<file path="src/rtl/uart_periph.sv">
// APB-attached 8N1 UART: 4-entry TX/RX FIFOs, 16x oversampled baud tick from
// a programmable divisor, status/data/divisor registers with one APB wait state.
module uart_periph #(
    parameter int FIFO_DEPTH = 4,
    parameter int BAUD_RST   = 650
) (
    input  logic        PCLK,
    input  logic        PRESET,
    input  logic [31:0] PADDR,
    input  logic [31:0] PWDATA,
    input  logic        PWRITE,
    input  logic        PENABLE,
    input  logic        PSEL,
    output logic [31:0] PRDATA,
    output logic        PREADY,
    input  logic        rx,
    output logic        tx
);

    localparam int AW = $clog2(FIFO_DEPTH);

    typedef enum logic [1:0] {TX_IDLE, TX_START, TX_DATA, TX_STOP} tx_state_t;
    typedef enum logic [1:0] {RX_IDLE, RX_START, RX_DATA, RX_STOP} rx_state_t;

    function automatic logic fifo_full(input logic [AW:0] wp, input logic [AW:0] rp);
        return (wp[AW] != rp[AW]) && (wp[AW-1:0] == rp[AW-1:0]);
    endfunction

    logic [1:0]  addr;
    logic        acc_first, acc_done, wr_done, rd_done;
    logic        pready_q, rd_pop_q;
    logic [31:0] prdata_q, rdata_mux, usr;
    logic [15:0] baud_q, cnt_q;
    logic        tick, baud_wr;
    logic        ovr_q, ferr_q, ovr_set, ferr_set;
    logic        unused_bits;

    logic [AW:0] txf_wp_q, txf_rp_q, rxf_wp_q, rxf_rp_q;
    logic [7:0]  txf_mem_q [FIFO_DEPTH];
    logic [7:0]  rxf_mem_q [FIFO_DEPTH];
    logic        tx_empty, tx_full, rx_empty, rx_full;
    logic        txf_push, txf_pop, rxf_push, rxf_pop, rx_push_req;
    logic [7:0]  tx_rdata, rx_rdata;

    tx_state_t   tx_state_q, tx_state_d;
    logic [3:0]  tx_sub_q, tx_sub_d;
    logic [2:0]  tx_bit_q, tx_bit_d;
    logic [7:0]  tx_shift_q, tx_shift_d;
    logic        tx_q, tx_d, tx_busy;

    rx_state_t   rx_state_q, rx_state_d;
    logic [3:0]  rx_sub_q, rx_sub_d;
    logic [2:0]  rx_bit_q, rx_bit_d;
    logic [7:0]  rx_shift_q, rx_shift_d;
    logic        rx_s1_q, rx_s2_q, rx_prev_q, rx_fall;

    assign unused_bits = ^{PADDR[31:4], PADDR[1:0], PWDATA[31:16]};

    assign addr      = PADDR[3:2];
    assign acc_first = PSEL & PENABLE & ~pready_q;
    assign acc_done  = PSEL & PENABLE & pready_q;
    assign wr_done   = acc_done & PWRITE;
    assign rd_done   = acc_done & ~PWRITE;
    assign baud_wr   = wr_done & (addr == 2'd2);

    assign PREADY = pready_q;
    assign PRDATA = prdata_q;
    assign tx     = tx_q;

    // FIFO status and handshakes
    assign tx_empty = (txf_wp_q == txf_rp_q);
    assign tx_full  = fifo_full(txf_wp_q, txf_rp_q);
    assign rx_empty = (rxf_wp_q == rxf_rp_q);
    assign rx_full  = fifo_full(rxf_wp_q, rxf_rp_q);
    assign tx_rdata = txf_mem_q[txf_rp_q[AW-1:0]];
    assign rx_rdata = rxf_mem_q[rxf_rp_q[AW-1:0]];

    assign txf_push = wr_done & (addr == 2'd1) & (~tx_full | txf_pop);
    assign rxf_pop  = rd_done & (addr == 2'd1) & rd_pop_q & ~rx_empty;
    assign rxf_push = rx_push_req & (~rx_full | rxf_pop);
    assign ovr_set  = rx_push_req & rx_full & ~rxf_pop;

    assign tx_busy = (tx_state_q != TX_IDLE) | ~tx_empty;
    assign usr     = {27'd0, tx_busy, ferr_q, ovr_q, ~tx_full, ~rx_empty};

    always_comb begin
        rdata_mux = '0;
        case (addr)
            2'd0:    rdata_mux = usr;
            2'd1:    rdata_mux = rx_empty ? 32'd0 : {24'd0, rx_rdata};
            2'd2:    rdata_mux = {16'd0, baud_q};
            default: rdata_mux = '0;
        endcase
    end

    // APB: data is captured in the first access cycle so it is valid with PREADY
    always_ff @(posedge PCLK) begin
        if (PRESET) begin
            pready_q <= 1'b0;
            prdata_q <= '0;
            rd_pop_q <= 1'b0;
        end else begin
            pready_q <= acc_first;
            if (acc_first && !PWRITE) begin
                prdata_q <= rdata_mux;
                rd_pop_q <= (addr == 2'd1) & ~rx_empty;
            end
        end
    end

    always_ff @(posedge PCLK) begin
        if (PRESET) begin
            baud_q <= 16'(BAUD_RST);
            ovr_q  <= 1'b0;
            ferr_q <= 1'b0;
        end else begin
            if (baud_wr)
                baud_q <= PWDATA[15:0];
            ovr_q  <= ovr_set  | (ovr_q  & ~(wr_done & (addr == 2'd0) & PWDATA[2]));
            ferr_q <= ferr_set | (ferr_q & ~(wr_done & (addr == 2'd0) & PWDATA[3]));
        end
    end

    assign tick = (cnt_q == baud_q);

    always_ff @(posedge PCLK) begin
        if (PRESET || baud_wr || tick)
            cnt_q <= '0;
        else
            cnt_q <= cnt_q + 16'd1;
    end

    always_ff @(posedge PCLK) begin
        if (PRESET) begin
            txf_wp_q <= '0;
            txf_rp_q <= '0;
            rxf_wp_q <= '0;
            rxf_rp_q <= '0;
        end else begin
            if (txf_push) txf_wp_q <= txf_wp_q + 1'b1;
            if (txf_pop)  txf_rp_q <= txf_rp_q + 1'b1;
            if (rxf_push) rxf_wp_q <= rxf_wp_q + 1'b1;
            if (rxf_pop)  rxf_rp_q <= rxf_rp_q + 1'b1;
        end
    end

    always_ff @(posedge PCLK) begin
        if (txf_push) txf_mem_q[txf_wp_q[AW-1:0]] <= PWDATA[7:0];
        if (rxf_push) rxf_mem_q[rxf_wp_q[AW-1:0]] <= rx_shift_q;
    end

    // TX: every bit lasts 16 ticks; STOP chains straight into START when data waits
    always_ff @(posedge PCLK) begin
        if (PRESET) begin
            tx_state_q <= TX_IDLE;
            tx_sub_q   <= '0;
            tx_bit_q   <= '0;
            tx_q       <= 1'b1;
        end else begin
            tx_state_q <= tx_state_d;
            tx_sub_q   <= tx_sub_d;
            tx_bit_q   <= tx_bit_d;
            tx_q       <= tx_d;
        end
    end

    always_ff @(posedge PCLK) tx_shift_q <= tx_shift_d;

    always_comb begin
        tx_state_d = tx_state_q;
        tx_sub_d   = tx_sub_q;
        tx_bit_d   = tx_bit_q;
        tx_shift_d = tx_shift_q;
        tx_d       = tx_q;
        txf_pop    = 1'b0;
        case (tx_state_q)
            TX_IDLE: begin
                tx_d = 1'b1;
                if (tick && !tx_empty) begin
                    txf_pop    = 1'b1;
                    tx_shift_d = tx_rdata;
                    tx_sub_d   = '0;
                    tx_d       = 1'b0;
                    tx_state_d = TX_START;
                end
            end
            TX_START: if (tick) begin
                if (tx_sub_q == 4'd15) begin
                    tx_sub_d   = '0;
                    tx_bit_d   = '0;
                    tx_d       = tx_shift_q[0];
                    tx_state_d = TX_DATA;
                end else
                    tx_sub_d = tx_sub_q + 4'd1;
            end
            TX_DATA: if (tick) begin
                if (tx_sub_q == 4'd15) begin
                    tx_sub_d = '0;
                    if (tx_bit_q == 3'd7) begin
                        tx_d       = 1'b1;
                        tx_state_d = TX_STOP;
                    end else begin
                        tx_bit_d   = tx_bit_q + 3'd1;
                        tx_shift_d = {1'b0, tx_shift_q[7:1]};
                        tx_d       = tx_shift_q[1];
                    end
                end else
                    tx_sub_d = tx_sub_q + 4'd1;
            end
            TX_STOP: if (tick) begin
                if (tx_sub_q == 4'd15) begin
                    tx_sub_d = '0;
                    if (!tx_empty) begin
                        txf_pop    = 1'b1;
                        tx_shift_d = tx_rdata;
                        tx_d       = 1'b0;
                        tx_state_d = TX_START;
                    end else begin
                        tx_d       = 1'b1;
                        tx_state_d = TX_IDLE;
                    end
                end else
                    tx_sub_d = tx_sub_q + 4'd1;
            end
            default: tx_state_d = TX_IDLE;
        endcase
    end

    // RX: 2-FF synchronizer, then sample mid-bit (8 ticks into start, every 16 after)
    always_ff @(posedge PCLK) begin
        if (PRESET) begin
            rx_s1_q    <= 1'b1;
            rx_s2_q    <= 1'b1;
            rx_prev_q  <= 1'b1;
            rx_state_q <= RX_IDLE;
            rx_sub_q   <= '0;
            rx_bit_q   <= '0;
        end else begin
            rx_s1_q    <= rx;
            rx_s2_q    <= rx_s1_q;
            rx_prev_q  <= rx_s2_q;
            rx_state_q <= rx_state_d;
            rx_sub_q   <= rx_sub_d;
            rx_bit_q   <= rx_bit_d;
        end
    end

    always_ff @(posedge PCLK) rx_shift_q <= rx_shift_d;

    assign rx_fall = rx_prev_q & ~rx_s2_q;

    always_comb begin
        rx_state_d  = rx_state_q;
        rx_sub_d    = rx_sub_q;
        rx_bit_d    = rx_bit_q;
        rx_shift_d  = rx_shift_q;
        rx_push_req = 1'b0;
        ferr_set    = 1'b0;
        case (rx_state_q)
            RX_IDLE: if (rx_fall) begin
                rx_sub_d   = '0;
                rx_state_d = RX_START;
            end
            RX_START: if (tick) begin
                if (rx_sub_q == 4'd7) begin
                    rx_sub_d   = '0;
                    rx_bit_d   = '0;
                    rx_state_d = rx_s2_q ? RX_IDLE : RX_DATA;
                end else
                    rx_sub_d = rx_sub_q + 4'd1;
            end
            RX_DATA: if (tick) begin
                if (rx_sub_q == 4'd15) begin
                    rx_sub_d   = '0;
                    rx_shift_d = {rx_s2_q, rx_shift_q[7:1]};
                    if (rx_bit_q == 3'd7)
                        rx_state_d = RX_STOP;
                    else
                        rx_bit_d = rx_bit_q + 3'd1;
                end else
                    rx_sub_d = rx_sub_q + 4'd1;
            end
            RX_STOP: if (tick) begin
                if (rx_sub_q == 4'd15) begin
                    rx_sub_d    = '0;
                    rx_state_d  = RX_IDLE;
                    rx_push_req = rx_s2_q;
                    ferr_set    = ~rx_s2_q;
                end else
                    rx_sub_d = rx_sub_q + 4'd1;
            end
            default: rx_state_d = RX_IDLE;
        endcase
    end

endmodule

</file>
<file path="config.mk">
export PLATFORM = sky130hd
export DESIGN_NAME = uart_periph
export DESIGN_NICKNAME = d
export VERILOG_FILES = /design/src/rtl/uart_periph.sv
export SDC_FILE = /design/constraint.sdc
export NUM_CORES = 1
export LEC_CHECK = 0
export ABC_CLOCK_PERIOD_IN_PS = 2980
export BUFFER_PORTS_ARGS = -buffer_cell sky130_fd_sc_hd__buf_4
export CORE_MARGIN = 8
export CORE_UTILIZATION = 57
export DETAILED_ROUTE_END_ITERATION = 10
export GPL_ROUTABILITY_DRIVEN = 0
export PLACE_DENSITY = 0.79
export SLEW_MARGIN = 20
export SYNTH_ARGS = -nofsm -noshare
export SYNTH_HDL_FRONTEND = slang
export SYNTH_SLANG_ARGS = --single-unit
</file>
<file path="constraint.sdc">
create_clock -name PCLK -period 2.98 [get_ports PCLK]
set_input_delay 0.149 -clock PCLK [delete_from_list [all_inputs] [get_ports PCLK]]
set_output_delay 0.149 -clock PCLK [all_outputs]
set_load 0.05 [all_outputs]
</file>
==> metrics.yaml <==
logic_synthesis:
  synth_cell_types: 55
  synth_cells: 668
  post-synth-top-area-fraction_pct: 32.27
  post-synth-top-area-cell: "edfxtp_1"
  synth-seq-cells: 170
  synth.area.top_cells: "edfxtp_1 32%, dfxtp_1 24%, mux4_2 4.8%, nand2_1 4.4%, ha_1 3.9%"
  synth-seq-area-share_pct: 56.48
  synth_ff_type: "dfxtp_1"
  synth_area_mm2: 0.007443
  syn_avg_cell_area_um2: 11.14
  synth-async-reset-ratio_pct: 0
  synth_edf_count: 80
  ys_warn_count: 0
power:
  switching_share_pct: 24.30
  p_leak_uw: 0.003153
  seqPwrFrac_pct: 50.0
  p_per_area_mw_per_mm2: 582.6
  p_int_uw: 3790
  combPwrFrac_pct: 7.8
  power.share.clock_pct: 42.1
  ir_drop_mv: 0.4222
  p_switching_uw: 1217
setup_path:
  r2r_setup_slack_ns: 0.33
  critPathKind: "register to register"
  r2r-end: "tx_state_q[1]$_SDFFE_PP0P_"
  r2r.worst_path.cells: 6
  r2r_start: "cnt_q[6]$_SDFF_PP0_"
  cp_max_fo: 15
  endpoint_kind: "register"
  critPathLaunchType: "register"
  critPathRequiredTime_ns: 3.33
  cp.arrival_ns: 3.00
floorplanning:
  start_util_pct: 58.74
  die_area_mm2: 0.01697
  die_y_um: 130.3
  num_rows: 41
  die_w_um: 130.3
  io_pins: 104
  core_mm2: 0.01267
clock_network:
  cts-htree-levels: 4
  clk_pin_slew_ns: 0.06
  cts_resized: 0
  cts_tree: "done"
  cts_buffer_depth: 2
  clkSinkCount: 170
  cts_inserted_buffers: 17
  cts-root-buf: "clkbuf_16"
  clk_latency_ns: 0.43
timing:
  skew_ns: 0.007320
  max_freq_mhz: 377.5
  rsz0062_at_grt: "false"
  fin_crit_sh_pct: 88.90
  worst_pin_slew_ns: 1.041
  fin_tns_setup_ns: 0
  setup_viol: 0
  setup_ws_ns: 0.3308
  slew_viol_final: 0
  finalHoldViolCount: 0
  slew_headroom_pct: 30.22
  period_needed_ns: 2.649
  fin_hold_ws_ns: 0.04169
global_route:
  grt_pass1_vias: 5353
  antenna_found_initial: 0
  grt_max_degree: 44
  gr-usage-all-layers_pct: 19.75
  grt.overflow.total: 0
  grt_pass1_wl_um: 25890
place:
  post-dp-hpwl_um: 10910
  dp_slack_ns: 0.4268
  portBuffers: 41
  dp_cells: 859
worst_hold_path:
  whs_path_depth: 3
  worstHoldStart: "PENABLE"
  hold_path_end: "PREADY$_SDFF_PP0_"
  worstHoldPathType: "primary input to register"
cells_and_area:
  final_cell_count_no_fill: 908
  n_antenna_cell: 0
  finalNetCount: 816
  area_delta_synth_final_pct: 15.45
  final_cell_mix: "90 x dfxtp_1, 88 x nand2_1, 80 x edfxtp_1, 59 x nor2_1, 50 x buf_4"
  final_common_cell: "dfxtp_1"
  drive_above_1_share_pct: 15.35
drt:
  antenna_left: 0
  vias: 5161
  wl_per_cell_um: 17.47
  wl_um: 15860
  post_drt_via_cell_ratio: 5.684
  drtPass1Iterations: 4
  drt_first_iter_violations: 417
  drc_errors: 0
run_status:
  status: "completed"
run:
  max-cap-violations: 0
## worst max path at each step
| stage | startpoint | to | cells past startpoint |
|---|---|---|---|
| after global placement | cnt_q[8]$_SDFF_PP0_ | rxf_mem_q[0][4]$_DFFE_PP_ | 5 |
| after floorplan | PREADY$_SDFF_PP0_ | rxf_mem_q[3][0]$_DFFE_PP_ | 5 |
| final | cnt_q[6]$_SDFF_PP0_ | tx_state_q[1]$_SDFFE_PP0P_ | 6 |
| after global routing | cnt_q[6]$_SDFF_PP0_ | tx_state_q[1]$_SDFFE_PP0P_ | 6 |
| after CTS | cnt_q[6]$_SDFF_PP0_ | rxf_mem_q[3][5]$_DFFE_PP_ | 5 |
| after detailed placement | cnt_q[6]$_SDFF_PP0_ | rxf_mem_q[3][2]$_DFFE_PP_ | 5 |
## critical path: stages (launching register included)
cell      delay (ns)
dfxtp_1         0.48
xor2_1          0.13
nor4_2          0.37
and4_1          0.65
a21boi_0        0.37
a21oi_1         0.36
mux2i_1         0.23
## cells in the mapped netlist (11+ instances only)
| cell | instances |
|---|---|
| nand2_1 | 88 |
| xor2_1 | 32 |
| nor2_1 | 59 |
| and2_1 | 12 |
| inv_1 | 11 |
| a21oi_1 | 41 |
| ha_1 | 23 |
| mux2i_1 | 13 |
| o21ai_0 | 12 |
| nand3_1 | 36 |
| dfxtp_1 | 90 |
| mux4_2 | 16 |
| buf_4 | 17 |
| clkbuf_1 | 25 |
| edfxtp_1 | 80 |
| xnor2_1 | 13 |
| nor3_1 | 15 |
## power groups by stage
stage          registers, µW  logic [µW]  clock network (µW)
2_1_floorplan           2580         241                   0
3_3_place_gp            2550         354                   0
3_5_place_dp            2560         368                   0
4_1_cts                 2510         388                2120
5_1_grt                 2510         427                2220
6_report                2510         392                2110
## per-layer routing
layer  vias to the layer above  track usage, %  wire (µm)  part of all wire, %
li1                       2467               -          -                    -
met1                      2511           23.00       6666                   42
met2                       158           34.83       8121                   51
met3                        25           4.366        787                  5.0
met4                         0           7.514        286                  1.8
met5                         -               0          0                    0
## cells by family after synthesis
group | count (synthesis) | synth area share [%]
AOI/OAI and AO/OA | 88 | 7.346
xor gates and xnor gates | 45 | 5.295
adders and majority gates | 23 | 3.866
buffers and inverters | 58 | 3.816
DFF | 170 | 56.48
muxes | 29 | 6.589
other | 1 | 0.05038
and+or+nand+nor | 254 | 16.56
## state kept, by name (all words and copies together) (netlist names), 2 cells and up, named ones only
name,cells
PRDATA,16
baud_q,16
cnt_q,16
rx_bit_q,3
rx_shift_q,8
rx_sub_q,4
rxf_mem_q,32
rxf_rp_q,3
rxf_wp_q,3
tx_bit_q,3
tx_shift_q,8
tx_state_q,2
tx_sub_q,4
txf_mem_q,32
txf_rp_q,3
txf_wp_q,3
## cell type report
class / count / area, µm²
clock buffers: 20 / 446.7
clock inverters: 12 / 115.1
fillers: 924 / 4078
inverters: 12 / 45.04
multi-input cells: 455 / 3022
flip-flops and latches: 170 / 4204
well taps: 172 / 215.2
repair buffers: 67 / 545.5
## timing repair
| action | in CTS | in global routing |
|---|---|---|
| hold endpoints to repair | 47 | 0 |
| setup endpoints to repair | 0 | 0 |
| buffers inserted | 0 | 0 |
| hold buffers | 17 | 0 |
## per-stage QoR
stage,power [µW],area [µm²],utilization (%)
after CTS,5013,8593,67.82
after detailed placement,2925,7861,62.04
final,5007,8593,67.82
after global routing,5156,8593,67.82
after global placement,2907,7861,62.04
after floorplan,2825,7500,-
No activity file was read; power rests on OpenSTA's default activity.
